### config.mk
export PLATFORM = sky130hd
export DESIGN_NAME = rgb_fade_engine
export DESIGN_NICKNAME = d
export VERILOG_FILES = /design/src/rtl/fade_pkg.sv /design/src/rtl/fade_pwm_channel.sv /design/src/rtl/rgb_fade_engine.sv
export SDC_FILE = /design/constraint.sdc
export NUM_CORES = 1
export LEC_CHECK = 0
export ABC_CLOCK_PERIOD_IN_PS = 2400
export CAP_MARGIN = 40
export CORE_MARGIN = 4
export CORE_UTILIZATION = 40
export CTS_CLUSTER_DIAMETER = 60
export DETAILED_ROUTE_END_ITERATION = 10
export GPL_ROUTABILITY_DRIVEN = 1
export PLACE_DENSITY = 0.68
export SLEW_MARGIN = 15
export SYNTH_ARGS = -nofsm -noshare
export SYNTH_HDL_FRONTEND = slang
export SYNTH_SLANG_ARGS = --single-unit
### constraint.sdc
create_clock -name clk -period 2.4 [get_ports clk]
set_input_delay 0.24 -clock clk [delete_from_list [all_inputs] [get_ports clk]]
set_output_delay 0.24 -clock clk [all_outputs]
set_load 0.03 [all_outputs]
### src/rtl/fade_pkg.sv
// Shared segment definitions and level shaping for the RGB fade engine.
// Levels follow a six-segment cycle: rise, high, high, fall, low, low.
package fade_pkg;

  localparam int NUM_SEGS = 6;

  typedef logic [2:0]  seg_t;
  typedef logic [31:0] word_t;

  localparam seg_t SEG_RISE         = 3'd0;
  localparam seg_t SEG_HOLD_HI_LAST = 3'd2;
  localparam seg_t SEG_FALL         = 3'd3;
  localparam seg_t SEG_LOW_LAST     = 3'd5;

  // Callers pass their own full-scale value and truncate the result to their width.
  function automatic word_t level_of(input seg_t seg, input word_t step, input word_t max);
    word_t lvl;
    case (seg)
      SEG_RISE:                lvl = step;
      3'd1, SEG_HOLD_HI_LAST:  lvl = max;
      SEG_FALL:                lvl = max - step;
      default:                 lvl = 32'd0;
    endcase
    return lvl;
  endfunction

  function automatic seg_t next_seg(input seg_t seg);
    seg_t nxt;
    if (seg == SEG_LOW_LAST) begin
      nxt = SEG_RISE;
    end else begin
      nxt = seg + 3'd1;
    end
    return nxt;
  endfunction

  function automatic seg_t reset_seg_of(input int idx);
    return seg_t'((2 * idx) % NUM_SEGS);
  endfunction

endpackage

### src/rtl/fade_pwm_channel.sv
// One PWM channel: owns its segment register, level/duty shaping and output comparator.
// Define GAMMA_EN to square the level (duty = level*level >> W) for a perceptual curve.
module fade_pwm_channel
  import fade_pkg::*;
#(
  parameter int PWM_WIDTH = 8,
  parameter bit REPORT    = 1'b0
) (
  input  logic                 clk,
  input  logic                 rst_n,
  input  logic                 sync_restart,
  input  seg_t                 reset_seg,
  input  logic [PWM_WIDTH-1:0] step,
  input  logic                 tick_wrap,
  input  logic [PWM_WIDTH-1:0] pwm_cnt,
  output logic                 period_end,
  output logic                 pwm
);

  typedef logic [PWM_WIDTH-1:0] lvl_t;
  localparam lvl_t MAX_LVL = {PWM_WIDTH{1'b1}};

  seg_t seg_r;
  lvl_t level_s;
  lvl_t duty_s;
  logic pwm_r;

  // segment position, advanced once per step-counter wrap
  always_ff @(posedge clk or negedge rst_n) begin
    if (!rst_n) begin
      seg_r <= reset_seg;
    end else if (sync_restart) begin
      seg_r <= reset_seg;
    end else if (tick_wrap) begin
      seg_r <= next_seg(seg_r);
    end else begin
      seg_r <= seg_r;
    end
  end

  // level from segment and shared step
  always_comb begin
    level_s = lvl_t'(level_of(seg_r, word_t'(step), word_t'(MAX_LVL)));
  end

`ifdef GAMMA_EN
  logic [2*PWM_WIDTH-1:0] prod_s;

  // squared level keeps the top W bits of the 2W-bit product
  always_comb begin
    prod_s = {{PWM_WIDTH{1'b0}}, level_s} * {{PWM_WIDTH{1'b0}}, level_s};
    duty_s = lvl_t'(prod_s >> PWM_WIDTH);
  end
`else
  // linear duty
  always_comb begin
    duty_s = level_s;
  end
`endif

  // only the reference channel reports the end of its full period
  always_comb begin
    if (REPORT) begin
      period_end = tick_wrap && (seg_r == SEG_LOW_LAST);
    end else begin
      period_end = 1'b0;
    end
  end

  // registered comparator
  always_ff @(posedge clk or negedge rst_n) begin
    if (!rst_n) begin
      pwm_r <= 1'b0;
    end else begin
      pwm_r <= (pwm_cnt < duty_s);
    end
  end

  assign pwm = pwm_r;

endmodule

### src/rtl/rgb_fade_engine.sv
// Multi-channel PWM hue fader: shared PWM counter, rate prescaler and step counter
// feeding NUM_CH phase-offset channels. Optional GAMMA_EN selects squared duty.
module rgb_fade_engine
  import fade_pkg::*;
#(
  parameter int NUM_CH       = 3,
  parameter int PWM_WIDTH    = 8,
  parameter int PWM_INTERVAL = 1200
) (
  input  logic              clk,
  input  logic              rst_n,
  input  logic              en,
  input  logic [1:0]        rate_sel,
  input  logic              sync_restart,
  output logic [NUM_CH-1:0] pwm_out,
  output logic              cycle_done
);

  localparam int PS_W = $clog2(PWM_INTERVAL * 8);

  typedef logic [PS_W-1:0]      ps_t;
  typedef logic [PWM_WIDTH-1:0] lvl_t;

  localparam lvl_t MAX_LVL   = {PWM_WIDTH{1'b1}};
  localparam lvl_t STEP_LAST = MAX_LVL - lvl_t'(1'b1);
  localparam lvl_t LVL_ONE   = lvl_t'(1'b1);
  localparam ps_t  PS_ONE    = ps_t'(1'b1);

  lvl_t              pwm_cnt_r;
  lvl_t              step_r;
  ps_t               presc_r;
  ps_t               terminal_s;
  logic              tick_s;
  logic              tick_wrap_s;
  logic              cycle_done_r;
  logic [NUM_CH-1:0] pwm_s;
  logic [NUM_CH-1:0] period_end_s;

  // free-running PWM counter, unaffected by en and sync_restart
  always_ff @(posedge clk or negedge rst_n) begin
    if (!rst_n) begin
      pwm_cnt_r <= '0;
    end else begin
      pwm_cnt_r <= pwm_cnt_r + LVL_ONE;
    end
  end

  // tick generation; >= lets a shortened period fire immediately
  always_comb begin
    terminal_s  = ps_t'((PWM_INTERVAL << rate_sel) - 32'sd1);
    tick_s      = 1'b0;
    tick_wrap_s = 1'b0;
    if (en && !sync_restart && (presc_r >= terminal_s)) begin
      tick_s      = 1'b1;
      tick_wrap_s = (step_r == STEP_LAST);
    end else begin
      tick_s      = 1'b0;
      tick_wrap_s = 1'b0;
    end
  end

  // prescaler
  always_ff @(posedge clk or negedge rst_n) begin
    if (!rst_n) begin
      presc_r <= '0;
    end else if (sync_restart) begin
      presc_r <= '0;
    end else if (en) begin
      if (tick_s) begin
        presc_r <= '0;
      end else begin
        presc_r <= presc_r + PS_ONE;
      end
    end else begin
      presc_r <= presc_r;
    end
  end

  // shared step counter, 0..MAX-1
  always_ff @(posedge clk or negedge rst_n) begin
    if (!rst_n) begin
      step_r <= '0;
    end else if (sync_restart) begin
      step_r <= '0;
    end else if (tick_wrap_s) begin
      step_r <= '0;
    end else if (tick_s) begin
      step_r <= step_r + LVL_ONE;
    end else begin
      step_r <= step_r;
    end
  end

  genvar gi;
  generate
    for (gi = 0; gi < NUM_CH; gi++) begin : g_ch
      fade_pwm_channel #(
        .PWM_WIDTH (PWM_WIDTH),
        .REPORT    (gi == 0)
      ) u_ch (
        .clk          (clk),
        .rst_n        (rst_n),
        .sync_restart (sync_restart),
        .reset_seg    (reset_seg_of(gi)),
        .step         (step_r),
        .tick_wrap    (tick_wrap_s),
        .pwm_cnt      (pwm_cnt_r),
        .period_end   (period_end_s[gi]),
        .pwm          (pwm_s[gi])
      );
    end
  endgenerate

  // end-of-period pulse; tick is already masked by sync_restart
  always_ff @(posedge clk or negedge rst_n) begin
    if (!rst_n) begin
      cycle_done_r <= 1'b0;
    end else begin
      cycle_done_r <= |period_end_s;
    end
  end

  assign pwm_out    = pwm_s;
  assign cycle_done = cycle_done_r;

endmodule

## Word-level counts from Yosys, hierarchy flattened

Index checks and enable logic that the tools add are counted.
Widths: inputs -> output; s select.

- Add/subtract/negate cells: 8
- Order comparisons: 4
- Eq/ne operators: 13
- Shifts and indexed selects: 1
- Mux-type cells: 20
- Reduce and logical (&&, ||, !) cells: 13

Operator list:

| cell | count |
|---|---|
| $pmux 8 s3 | 3 |
| $mux 14 | 3 |
| $mux 3 | 9 |
| $lt 8x8->1 | 3 |
| $mux 8 | 3 |
| $eq 3x2->1 const B | 6 |
| $add 8x1->8 const B | 2 |
| $add 14x1->14 const B | 1 |
| $ge 14x14->1 | 1 |
| $shl 11x2->14 const A | 1 |
| $sub 14x2->14 const B | 1 |
| $add 3x1->3 const B | 3 |
| $eq 3x1->1 const B | 3 |
| $eq 3x3->1 const B | 3 |
| $logic_not 3->1 | 3 |
| $eq 8x8->1 const B | 1 |
| $sub 8x8->8 const A | 1 |
| $reduce_or 2->1 | 3 |
| $reduce_bool 2->1 | 2 |
| $logic_and 1x1->1 | 3 |
| $reduce_bool 3->1 | 1 |
| $mux 1 | 2 |
| $logic_not 1->1 | 1 |

- Flip-flop bits (word level): 43
- Input bits: 6
- Output and inout bits: 4
- Logic and storage cells: 69

## Longest topological paths before layout

Gate-level depths: netlist of the first run.

- Depth in word-level cells: 8
- Mapped depth: 12
- Depth with buffers taken out: 10

## Worst setup path after synthesis of the first run

No wires, ideal clock.

- Path kind: register -> register
- From: register g_ch[0].u_ch.seg_r[0]
- To: register g_ch[0].u_ch.pwm_r
- Setup time: 0.110 ns
- Arrival time: 2.146 ns
- Required time: 2.290 ns
- Path slack: 0.144 ns
- Cell stages (with the launch flop): 9
- Path buffers: 2
- Clock period less this slack: 2.256 ns
- Cells stage by stage: dfrtp_1 -> clkbuf_1 -> and2_1 -> ha_1 -> clkbuf_1 -> a22oi_1 -> ha_1 -> a211o_1 -> o41ai_1

- Word-level cells in the longest chain between the ends: 4
- Elaborated cells between the ends (all ways): 7
- Classes of those cells: order compare: 1; eq/ne: 3; mux: 1; reduce/logical: 2

RTL lines:

| what | line | RTL |
|---|---|---|
| start, declared | fade_pwm_channel.sv:23 | `seg_t seg_r;` |
| start signal, assigned | fade_pwm_channel.sv:31 | `seg_r <= reset_seg;` |
| start signal, assigned | fade_pwm_channel.sv:33 | `seg_r <= reset_seg;` |
| start signal, assigned | fade_pwm_channel.sv:35 | `seg_r <= next_seg(seg_r);` |
| $eq 3x1->1 or $eq 3x2->1 (tied branches) | fade_pkg.sv:18 | `case (seg)` |
| $reduce_or 2->1 | fade_pkg.sv:18 |  |
| $pmux 8 s3 * | fade_pkg.sv:18 |  |
| $lt 8x8->1 * | fade_pwm_channel.sv:75 | `pwm_r <= (pwm_cnt < duty_s);` |
| end signal, assigned | fade_pwm_channel.sv:75 |  |
| end, declared | fade_pwm_channel.sv:26 | `logic pwm_r;` |

Every way passes the cells marked *; elsewhere a longest branch is shown, timed or not.
A chain may end at the register's enable or synchronous reset.

## Worst setup path after layout of the first run

- From: register g_ch[1].u_ch.seg_r[0]
- To: register g_ch[1].u_ch.pwm_r

- Word-level cells in the longest chain between the ends: 4
- Elaborated cells between the ends (all ways): 7
- Classes of those cells: order compare: 1; eq/ne: 3; mux: 1; reduce/logical: 2

RTL lines:

| what | line |
|---|---|
| start, declared | fade_pwm_channel.sv:23 |
| start signal, assigned | fade_pwm_channel.sv:31 |
| start signal, assigned | fade_pwm_channel.sv:33 |
| start signal, assigned | fade_pwm_channel.sv:35 |
| $eq 3x1->1 or $eq 3x2->1 (tied branches) | fade_pkg.sv:18 |
| $reduce_or 2->1 | fade_pkg.sv:18 |
| $pmux 8 s3 * | fade_pkg.sv:18 |
| $lt 8x8->1 * | fade_pwm_channel.sv:75 |
| end signal, assigned | fade_pwm_channel.sv:75 |
| end, declared | fade_pwm_channel.sv:26 |

Marked as above.

==> impl_metrics.toml, run 1 <==
[sta]
max_freq_ghz = 0.430
worstMarginPinSlew_ns = 0.641
hold_violations = 0
skew_ns = 0.00291
rsz0062_at_grt = "yes"
worst_slew_margin_rel_pct = 56.9
drv_slew = 0
fin_crit_sh_pct = 96.9
period_needed_ns = 2.33
finalSetupTns_ns = 0
setup_viol = 0

[finish]
drive_gt1_share_pct = 17.2
fin_area_um2 = 4170
fin_cells = 544
n_antenna_cell = 0
syn2layout_area_growth_pct = 16.8
nets = 484

[synthesis]
synth_area_leaders = "dfrtp_1 (29%), ha_1 (15%), o21ai_0 (5.2%)"
ys.flop_type = "dfrtp_1"
syn_area_per_cell_um2 = 8.64
synthSimpleGateAreaFrac_pct = 17.9
synth_fa_ha_area_share_pct = 15.1
synth.largest_area_cell = "dfrtp_1"
synthXorXnorAreaFrac_pct = 4.17
synth_cell_type_count = 59
yosysSeqAreaShare_pct = 30.2
yosysMostFrequentCell = "ha_1"
synth.top_cells.by_count = "ha_1 (43), dfrtp_1 (41), o21ai_0 (37)"
synth_top_family_by_area = "compound AO/OA/AOI/OAI gates"
yosys_warnings = 0
ys_ff_latch = 43
syn-instance-count = 413
synth_compound_area_share_pct = 26.4
synth_nets = 462
synth_edf_count = 0
synthMuxAreaShare_pct = 0
synthArstFlopShare_pct = 100
syn_area_um2 = 3570
yosysTopAreaCellShare_pct = 28.8

[die]
placementRows = 34
die_w_um = 102
io-pin-count = 10
die_y_um = 102
initial_core_util_pct = 41.1
die-area_um2 = 10500
core_area_um2 = 8680

[clocking]
clock_path_buffers = 2
htree_levels = 2
cts_root_buffer = "clkbuf_8"
clock-sinks = 43
numCtsBuffers = 5
cts_tree = "yes"
clkTransAtPathRegs_ns = 0.09
worstSkewPairLatency_ns = 0.30

[power_and_ir_drop]
p_leak_nw = 1.73
ir_drop_mv = 0.216
pwr_density_cell_nw_per_um2 = 364

[global_routing]
grt_pass1_vias = 3170
grt_usage_pct = 18.4
grt_max_degree = 27
grt_pass1_wl_um = 15500
grt-ovfl-total = 0
antenna_found_initial = 0

[run]
max_cap_viol_count = 0

[worst_setup_path]
worstPathMaxFanout = 11
crit_required_ns = 2.57
critPathCaptureType = "register"
path_class = "register to register"
crit_arrival_ns = 2.49
worstSetupStartpointType = "register"

[drt]
drc = 0
via_per_inst = 6.03
routed_wl_um = 9340
firstDrtPassIters = 5
wl_per_cell_um = 17.2
final_antenna_net_count = 0
via_count = 3279
drt_first_iter_violations = 213

[placement]
gp_congestion = 0.860
place_hpwl_um = 6860
place_area_um2 = 3890
place_inst = 533
numPortBuffers = 9

[worst_hold_path]
hp-class = "input pin to asynchronous set/reset pin"

[run_status]
outcome = "finished clean"
final cells by class:
type | instances | area (um2)
clock buffers | 5 | 68.8
clock inverters | 3 | 67.6
fillers | 830 | 4510
inverters | 23 | 86.3
multi-input cells | 319 | 2380
flip-flops and latches | 43 | 1080
well taps | 108 | 135
repair buffers | 43 | 350
cells in the final DEF (no fill, tap or decap), types with 3 or more instances in the layout:
cell and instances:
a2111oi_2 3, a211o_1 4, a21o_1 4, a21oi_1 32, a22oi_1 14, and2_1 3, and3_1 4, buf_4 31
clkbuf_8 5, clkdlybuf4s50_1 8, dfrtp_1 41, ha_1 42, inv_1 19, nand2_1 17, nand2b_1 9, nand3_1 9
nand4_1 10, nor2_1 31, nor2_2 3, nor3_1 14, nor3_2 5, o2111ai_1 3, o211ai_1 5, o21ai_0 36
o41ai_1 6, xnor2_1 8, xor2_1 9
metrics by stage:
step / hold slack, ns / utilization, % / setup slack (ns) / power (mW)
after floorplan: -0.0556 / - / 0.144 / 0.784
final: 0.482 / 48.0 / 0.0743 / 1.52
after global routing: 0.532 / 48.0 / -0.0467 / 1.58
after detailed placement: 0.296 / 44.8 / -0.266 / 0.834
after CTS: 0.497 / 46.5 / 0.0444 / 1.53
after global placement: 0.288 / 44.8 / -0.214 / 0.833
critical path: stages, from the launching register on:
cell,delay [ns]
dfrtp_1,0.49
inv_1,0.18
nor2_1,0.06
ha_1,0.23
a21oi_1,0.23
ha_1,0.28
a211o_1,0.31
o41ai_1,0.41
report_power, final:
| part | switching [mW] | internal [mW] |
|---|---|---|
| registers | 0.00319 | 0.726 |
| logic | 0.0639 | 0.0332 |
| clock network | 0.276 | 0.415 |
kinds of logic after synthesis:
group | count (synthesis)
xor+xnor | 17
compound gates | 138
simple gates | 121
fa+ha+maj | 43
flops | 43
buf+inv | 51
registers in the layout, summed over array words and instances (netlist names):
name             flops
presc_r             14
g_ch.u_ch.seg_r      9
pwm_cnt_r            8
step_r               8
g_ch.u_ch.pwm        3
cycle_done           1
repair_timing:
| action | in CTS | in global routing |
|---|---|---|
| resized for setup | 0 | 30 |
| hold buffers | 1 | 0 |
| hold endpoints to repair | 25 | 0 |
| setup buffers | 0 | 2 |
| setup endpoints to repair | 0 | 18 |
layer usage:
layer / GRT usage [%] / share of wire (%) / vias up
li1: - / - / 1582
met1: 24.1 / 44 / 1545
met2: 30.5 / 48 / 119
met3: 2.94 / 4.7 / 33
met4: 6.76 / 3.2 / 0
met5: 0 / 0 / -
final timing paths:
path                                                    from                           endpoint  slack (ns)  cells after the start
hold reg to reg                       pwm_cnt_r[7]$_DFF_PN0_             pwm_cnt_r[7]$_DFF_PN0_        0.58                      1
hold / removal                                         rst_n             pwm_cnt_r[5]$_DFF_PN0_        0.48                      2
min in group clk                      pwm_cnt_r[7]$_DFF_PN0_             pwm_cnt_r[7]$_DFF_PN0_        0.58                      1
max in group asynchronous                              rst_n  g_ch[2].u_ch.seg_r[2]$_DFFE_PN1P_        1.17                      3
setup / recovery           g_ch[1].u_ch.seg_r[0]$_DFFE_PN0P_         g_ch[1].u_ch.pwm$_DFF_PN0_        0.07                      7
setup reg to reg           g_ch[1].u_ch.seg_r[0]$_DFFE_PN0P_         g_ch[1].u_ch.pwm$_DFF_PN0_        0.07                      7
No activity file was read; power rests on OpenSTA's default activity.
==> run 2, diff against run 1 <==
--- a/config.mk
+++ b/config.mk
@@ -10,6 +10,7 @@
 export CORE_MARGIN = 4
 export CORE_UTILIZATION = 40
 export CTS_CLUSTER_DIAMETER = 60
+export CTS_CLUSTER_SIZE = 25
 export DETAILED_ROUTE_END_ITERATION = 10
 export GPL_ROUTABILITY_DRIVEN = 1
 export PLACE_DENSITY = 0.68
==> results of run 2 <==
The final DEF is identical to that of run 1; final timing and power are the same.
